## src/rtl/reg_bus_arbiter.sv

```systemverilog
// reg_bus_arbiter: two-master round-robin arbiter for a shared 4-bit register bus.
// A granted master's address/data are latched and presented on the bus with
// bus_valid until bus_ack. Read-back is captured while the transaction is
// open, and the owner then gets a one-cycle done (plus rvalid if data was read).
//
// Handshake: a master raises mN_req and holds it (with addr/data) until its
// mN_done pulse. The arbiter holds bus_valid/bus_addr/bus_data stable from the
// cycle after the grant until the cycle in which bus_ack is sampled high. Acks
// and read-back strobes seen while no transaction is open are ignored.
//
// Optional feature: define ARB_TIMEOUT_EN to abort a transaction after TIMEOUT
// cycles without bus_ack. The abort completes the transaction with done, no
// rvalid, and a one-cycle fault pulse. Without the macro, the arbiter waits for
// bus_ack indefinitely and fault is tied low.
module reg_bus_arbiter #(
    parameter int TIMEOUT = 255
) (
    input  logic       clk,
    input  logic       rst,
    // requester 0
    input  logic       m0_req,
    input  logic [3:0] m0_addr,
    input  logic [3:0] m0_data,
    output logic       m0_done,
    output logic [3:0] m0_rdata,
    output logic       m0_rvalid,
    // requester 1
    input  logic       m1_req,
    input  logic [3:0] m1_addr,
    input  logic [3:0] m1_data,
    output logic       m1_done,
    output logic [3:0] m1_rdata,
    output logic       m1_rvalid,
    // shared register bus
    output logic [3:0] bus_addr,
    output logic [3:0] bus_data,
    output logic       bus_valid,
    input  logic       bus_ack,
    input  logic [3:0] bus_rdata,
    input  logic       bus_rvalid,
    // status
    output logic       busy,
    output logic       fault
);

    // The timeout value must fit the 8-bit cycle counter.
    if (TIMEOUT < 1 || TIMEOUT > 255) begin : g_bad_timeout
        $error("reg_bus_arbiter: TIMEOUT must be in 1..255");
    end

    typedef enum logic [1:0] {
        S_IDLE = 2'd0,
        S_REQ  = 2'd1,
        S_DONE = 2'd2
    } state_e;

    // Owner / last-served encoding: 0 = m0, 1 = m1.
    state_e     state_q,    state_d;
    logic [3:0] bus_addr_q, bus_addr_d;
    logic [3:0] bus_data_q, bus_data_d;
    logic       owner_q,    owner_d;
    logic       last_q,     last_d;
    logic       cap_q,      cap_d;
    logic [3:0] m0_rdata_q, m0_rdata_d;
    logic [3:0] m1_rdata_q, m1_rdata_d;

    logic       any_req;
    logic       grant_m1;
    logic       abort_now;

`ifdef ARB_TIMEOUT_EN
    localparam logic [7:0] TIMEOUT_LAST = 8'(TIMEOUT - 1);

    logic [7:0] tmo_cnt_q, tmo_cnt_d;
    logic       timed_out_q, timed_out_d;
`endif

    // Round-robin pick: a lone requester always wins; with both requesting,
    // the master not served last wins.
    always_comb begin
        any_req  = m0_req | m1_req;
        grant_m1 = m1_req & (~m0_req | ~last_q);
    end

    // Timeout detection: the counter reaches its last value in a REQ cycle
    // with no ack; an ack arriving in that same cycle still completes normally.
`ifdef ARB_TIMEOUT_EN
    always_comb begin
        abort_now = (state_q == S_REQ) && !bus_ack && (tmo_cnt_q == TIMEOUT_LAST);
    end
`else
    always_comb begin
        abort_now = 1'b0;
    end
`endif

    // Next-state logic for the FSM and all datapath registers.
    always_comb begin
        state_d    = state_q;
        bus_addr_d = bus_addr_q;
        bus_data_d = bus_data_q;
        owner_d    = owner_q;
        last_d     = last_q;
        cap_d      = cap_q;
        m0_rdata_d = m0_rdata_q;
        m1_rdata_d = m1_rdata_q;
`ifdef ARB_TIMEOUT_EN
        tmo_cnt_d   = tmo_cnt_q;
        timed_out_d = timed_out_q;
`endif

        case (state_q)
            S_IDLE: begin
                if (any_req) begin
                    owner_d    = grant_m1;
                    last_d     = grant_m1;
                    bus_addr_d = grant_m1 ? m1_addr : m0_addr;
                    bus_data_d = grant_m1 ? m1_data : m0_data;
                    cap_d      = 1'b0;
                    state_d    = S_REQ;
`ifdef ARB_TIMEOUT_EN
                    tmo_cnt_d   = 8'd0;
                    timed_out_d = 1'b0;
`endif
                end
            end

            S_REQ: begin
                // Read-back is accepted in every REQ cycle, including the ack
                // cycle; a later strobe overwrites an earlier one.
                if (bus_rvalid) begin
                    cap_d = 1'b1;
                    if (owner_q) begin
                        m1_rdata_d = bus_rdata;
                    end else begin
                        m0_rdata_d = bus_rdata;
                    end
                end
`ifdef ARB_TIMEOUT_EN
                tmo_cnt_d = tmo_cnt_q + 8'd1;
`endif
                if (bus_ack) begin
                    state_d = S_DONE;
                end else if (abort_now) begin
                    state_d = S_DONE;
`ifdef ARB_TIMEOUT_EN
                    timed_out_d = 1'b1;
`endif
                end
            end

            S_DONE: begin
                state_d = S_IDLE;
            end

            default: begin
                state_d = S_IDLE;
            end
        endcase
    end

    // State and datapath registers with synchronous reset.
    always_ff @(posedge clk) begin
        if (rst) begin
            state_q    <= S_IDLE;
            bus_addr_q <= 4'd0;
            bus_data_q <= 4'd0;
            owner_q    <= 1'b0;
            last_q     <= 1'b1;   // m1 counts as last served, so m0 wins first
            cap_q      <= 1'b0;
            m0_rdata_q <= 4'd0;
            m1_rdata_q <= 4'd0;
        end else begin
            state_q    <= state_d;
            bus_addr_q <= bus_addr_d;
            bus_data_q <= bus_data_d;
            owner_q    <= owner_d;
            last_q     <= last_d;
            cap_q      <= cap_d;
            m0_rdata_q <= m0_rdata_d;
            m1_rdata_q <= m1_rdata_d;
        end
    end

`ifdef ARB_TIMEOUT_EN
    // Timeout counter and abort flag registers.
    always_ff @(posedge clk) begin
        if (rst) begin
            tmo_cnt_q   <= 8'd0;
            timed_out_q <= 1'b0;
        end else begin
            tmo_cnt_q   <= tmo_cnt_d;
            timed_out_q <= timed_out_d;
        end
    end
`endif

    // Output decode: bus strobe in REQ, owner-qualified pulses in DONE.
    always_comb begin
        bus_valid = (state_q == S_REQ);
        bus_addr  = bus_addr_q;
        bus_data  = bus_data_q;
        busy      = (state_q != S_IDLE);
        m0_rdata  = m0_rdata_q;
        m1_rdata  = m1_rdata_q;
        m0_done   = (state_q == S_DONE) && !owner_q;
        m1_done   = (state_q == S_DONE) &&  owner_q;
`ifdef ARB_TIMEOUT_EN
        m0_rvalid = m0_done && cap_q && !timed_out_q;
        m1_rvalid = m1_done && cap_q && !timed_out_q;
        fault     = (state_q == S_DONE) && timed_out_q;
`else
        m0_rvalid = m0_done && cap_q;
        m1_rvalid = m1_done && cap_q;
        fault     = 1'b0;
`endif
    end

endmodule

```

## config.mk

```make
export PLATFORM = sky130hd
export DESIGN_NAME = reg_bus_arbiter
export DESIGN_NICKNAME = d
export VERILOG_FILES = /design/src/rtl/reg_bus_arbiter.sv
export SDC_FILE = /design/constraint.sdc
export NUM_CORES = 1
export LEC_CHECK = 0
export BUFFER_PORTS_ARGS = -buffer_cell sky130_fd_sc_hd__buf_4
export CORE_AREA = 5 5 58 60
export CTS_CLUSTER_SIZE = 8
export DETAILED_ROUTE_END_ITERATION = 8
export DIE_AREA = 0 0 63 65
export GPL_ROUTABILITY_DRIVEN = 0
export PLACE_DENSITY = 0.64
export REMOVE_ABC_BUFFERS = 1
export SETUP_SLACK_MARGIN = 0.15
export SLEW_MARGIN = 20
export SYNTH_ARGS = -nofsm -noshare
export SYNTH_HDL_FRONTEND = slang
export SYNTH_SLANG_ARGS = --single-unit
export TNS_END_PERCENT = 100
```

## constraint.sdc

```tcl
create_clock -name clk -period 1 [get_ports clk]
set_input_delay 0.15 -clock clk [delete_from_list [all_inputs] [get_ports clk]]
set_output_delay 0.15 -clock clk [all_outputs]
set_load 0.1 [all_outputs]
```

# Yosys cells after proc, flatten, opt, wreduce, memory -nomap -nowiden
# Index checks and enable logic that the tools add are counted.
# Widths: inputs -> output; s select.
[totals]
regBits = 21
inputBits = 26
[op_classes]
n_eq_ne = 5
n_reduce_logical = 13
mux = 8
bitwise = 6
[op_table]
columns = ["op", "count"]
rows = [
  ["$reduce_and 3->1", 3],
  ["$mux 4", 2],
  ["$logic_and 1x1->1", 4],
  ["$mux 2", 2],
  ["$ne 2x1->1 const B", 2],
  ["$pmux 2 s2", 1],
  ["$reduce_and 2->1", 2],
  ["$reduce_bool 2->1", 2],
  ["$not 1->1", 3],
  ["$eq 2x1->1 const B", 1],
  ["$eq 2x2->1 const B", 1],
  ["$logic_not 2->1", 1],
  ["$mux 1", 2],
  ["$ne 2x2->1 const B", 1],
  ["$or 1x1->1", 2],
  ["$pmux 1 s2", 1],
  ["$and 1x1->1", 1],
  ["$logic_not 1->1", 1],
]

# Logic depth before layout (Yosys ltp)
[depth]
ltp_word = 4
ltp_mapped = 4
mapped_depth_nobuf = 4

# Worst setup path before layout
# No wires, ideal clock.
[synth_timing]
path_kind = "flip-flop to output port"
from = "reg state_q[1]"
to = "out m0_rvalid"
n_path_buf = 0
stages_incl_launch_ff = 3
arrival_ns = 3.609
path_slack_ns = -2.759
required_ns = 0.850
cell_sequence = "dfxtp_1 nor3b_1 and2_1"
[synth_via]
elab_chain_cells = 3
[synth_rtl]
columns = ["item", "line_no", "source"]
rows = [
  ["start, declared", "58", "state_e state_q, state_d;"],
  ["start signal, assigned", "174", "state_q <= state_d;"],
  ["$eq 2x2->1", "206", "m0_done = (state_q == S_DONE) && !owner_q;"],
  ["$logic_and 1x1->1", "206", ""],
  ["named net m0_done", "24", "output logic m0_done,"],
  ["$logic_and 1x1->1", "213", "m0_rvalid = m0_done && cap_q;"],
  ["end, declared", "26", "output logic m0_rvalid,"],
]
# The timed path passes the listed nets, and every way through them passes these cells.

# Worst setup path in the final report
[layout_timing]
from = "reg state_q[0]"
to = "out m1_rvalid"
[layout_via]
elab_chain_cells = 3
[layout_rtl]
columns = ["item", "line_no", "source"]
rows = [
  ["$eq 2x2->1", "207", "m1_done = (state_q == S_DONE) && owner_q;"],
  ["$logic_and 1x1->1", "207", ""],
  ["$logic_and 1x1->1", "214", "m1_rvalid = m1_done && cap_q;"],
  ["end, declared", "33", "output logic m1_rvalid,"],
]
# No other way between the ends.

==> impl_metrics.ini <==
[min_path]
hp-class = input pin to flop
whs_path_depth = 3
hp-start = bus_rdata[0]
holdPathEnd = m0_rdata[0]

[cells_and_area]
layout_commonest_cell = buf_4
n_fill_cell = 256
post-route-util_pct = 59.4
area_growth_pct = 80.7
final_cell_mix = buf_4 (33), buf_12 (21), nand2_1 (18), dfxtp_2 (18), a21oi_1 (11)
antennaDiodeCount = 0
fin_area_um2 = 1710
nNetsFinal = 184
drive_gt1_share_pct = 58.0
instances_no_fill = 190

[die]
dieHeight_um = 65
io_pins = 49
dieArea_um2 = 4100
rows = 20
die_w_um = 63
core_region_area_um2 = 2880
start_util_pct = 32.9

[setup_path]
cp_max_fo = 6
critPathRequiredTime_ns = 0.85
worstSetupPathType = flop to output port
cp-end-kind = output port
rrSetupSlack_ns = -0.17
arrival_ns = 1.24
r2r_end = m0_rdata[3]
start_kind = flop
r2r_cells = 3
r2r-start = state_q[1]

[drt]
ant_nets = 0
viasPerCell = 4.95
firstDrtPassIters = 4
drtIter0Drc = 29
routedWlPerCell_um = 14.7
routed_wl_um = 2790
vias = 941
drc_errors = 0

[sta]
whs_ns = 0.102
hold_violations = 0
period_share_pct = 139
setup_violations = 27
drv_slew = 0
rsz0062_at_grt = true
period_needed_ns = 1.39
skew_ns = 0.00396
worst_slack_ns = -0.391
max_freq_ghz = 0.719

[placed_design]
dp_hpwl_um = 1930
placed_cell_area_um2 = 1310
port_buffers = 47
dp_cells = 180
place_ws_ns = -0.255

[clocking]
cts_tree = built
hold_buffers = 0
root_buffer = clkbuf_4
numCtsBuffers = 3
clock_path_buffers = 2
htree_levels = 1
cts_sinks = 21
clk_latency_ns = 0.30
clkSlewWorstSetupHoldPaths_ns = 0.11

[global_routing]
grt_use_met3_pct = 4.68
grt_first_pass_wirelength_um = 4600
grt_usage_pct = 13.6
grt_use_met1_pct = 15.8
antenna_found_initial = 0
top_usage_layer = met2
grt_max_degree = 22
grt_overflow = 0
grt_util_met2_pct = 24.0
grt_pass1_vias = 998

[synthesis]
synth_area_um2 = 946
avgSynthCellArea_um2 = 9.18
synth-seq-area-share_pct = 44.4
synth_seq_cells = 21
yosys.cell_types.count = 27
syn_inst = 103
yosysWarnings = 0

[pwr]
p_seq_share_pct = 40.8
power.density_nw_per_um2 = 1420
intPower_w = 0.00147
pwr-share-comb_pct = 42.9
clkPwrFrac_pct = 16.3
switchingPower_w = 0.000956
p_sw_share_pct = 39.5
power_leakage_nw = 0.744
worst_ir_drop_vdd_v = 0.000905

[status]
status = finished, violations left
violations = setup timing

[flow_run]
drv_cap = 0
power groups by stage:
stage	registers [W]	clock network (W)	logic, W
2_1_floorplan	0.00130	0	0.000272
3_3_place_gp	0.000961	0	0.000855
3_5_place_dp	0.000963	0	0.000860
4_1_cts	0.000987	0.000419	0.00102
5_1_grt	0.000998	0.000451	0.00109
6_report	0.000988	0.000396	0.00104
layout make-up:
class	count	area (um^2)	area share, %
multi-input combinational	75	497	29.1
sequential	21	450	26.4
inverter	1	3.75	0.220
timing repair buffer	56	691	40.4
tap	33	41.3	2.42
clock buffer	4	26.3	1.54
state kept, by name, summed over array words and instances, names as in the netlist:
name,count
bus_addr,4
bus_data,4
cap_q,1
last_q,1
m0_rdata,4
m1_rdata,4
owner_q,1
state_q,2
what timing repair did:
item | in CTS | in global routing
setup buffers | 4 | 1
gates cloned | 1 | 0
gates resized for setup | 86 | 10
pin swaps | 0 | 4
endpoints found under the setup margin | 43 | 43
critical path: stages, from the launching register on:
cell and delay [ns]:
dfxtp_4 0.38, and3b_2 0.24, and2_4 0.15, buf_12 0.16
synth_stat cells (all sizes together):
master,count,area (um^2)
nand3,1,5.00
nor3b,1,7.51
and4bb,1,12.5
nor2b,1,6.26
conb,1,3.75
o21ai,3,15.0
a21bo,1,10.0
dfxtp,21,420
inv,1,3.75
nand3b,1,7.51
a21oi,11,55.1
and2,2,12.5
buf,5,52.5
nand2,18,67.6
nand4b,1,8.76
nor2,11,51.3
clkbuf,2,7.51
a21boi,1,18.8
nand2b,1,6.26
mux2i,8,80.1
and3b,2,17.5
a311oi,8,70.1
or2,1,6.26
through the flow:
stage                     TNS, ns  power (W)
after floorplan            -17.64    0.00157
after global placement      -1.61    0.00182
after detailed placement    -2.07    0.00182
after CTS                   -3.81    0.00242
after global routing        -6.30    0.00254
final                       -3.77    0.00242
worst max path at each step:
stage / start / end / slack (ns)
after floorplan: state_q[1] / m0_rvalid / -2.76
after global placement: state_q[1] / m0_rvalid / -0.21
after detailed placement: state_q[1] / m0_rvalid / -0.26
after CTS: state_q[1] / m0_rvalid / -0.40
after global routing: state_q[1] / m0_rvalid / -0.45
final: state_q[0] / m1_rvalid / -0.39
routing by layer:
| metal | wire [um] | vias up |
|---|---|---|
| met1 | 1140 | 430 |
| met2 | 1390 | 42 |
| met5 | 0 | - |
| met4 | 0 | 0 |
| met3 | 256 | 0 |
| li1 | - | 469 |
cell families (layout without fill, tap and decap cells):
family | after synthesis | in the layout | synth area share (%)
other | 1 | 1 | 0.396
buffers and inverters | 8 | 61 | 6.74
DFF | 21 | 21 | 44.4
AOI/OAI and AO/OA | 24 | 25 | 17.9
muxes | 8 | 8 | 8.47
and+or+nand+nor | 41 | 41 | 22.1
No activity file was read; power rests on OpenSTA's default activity.
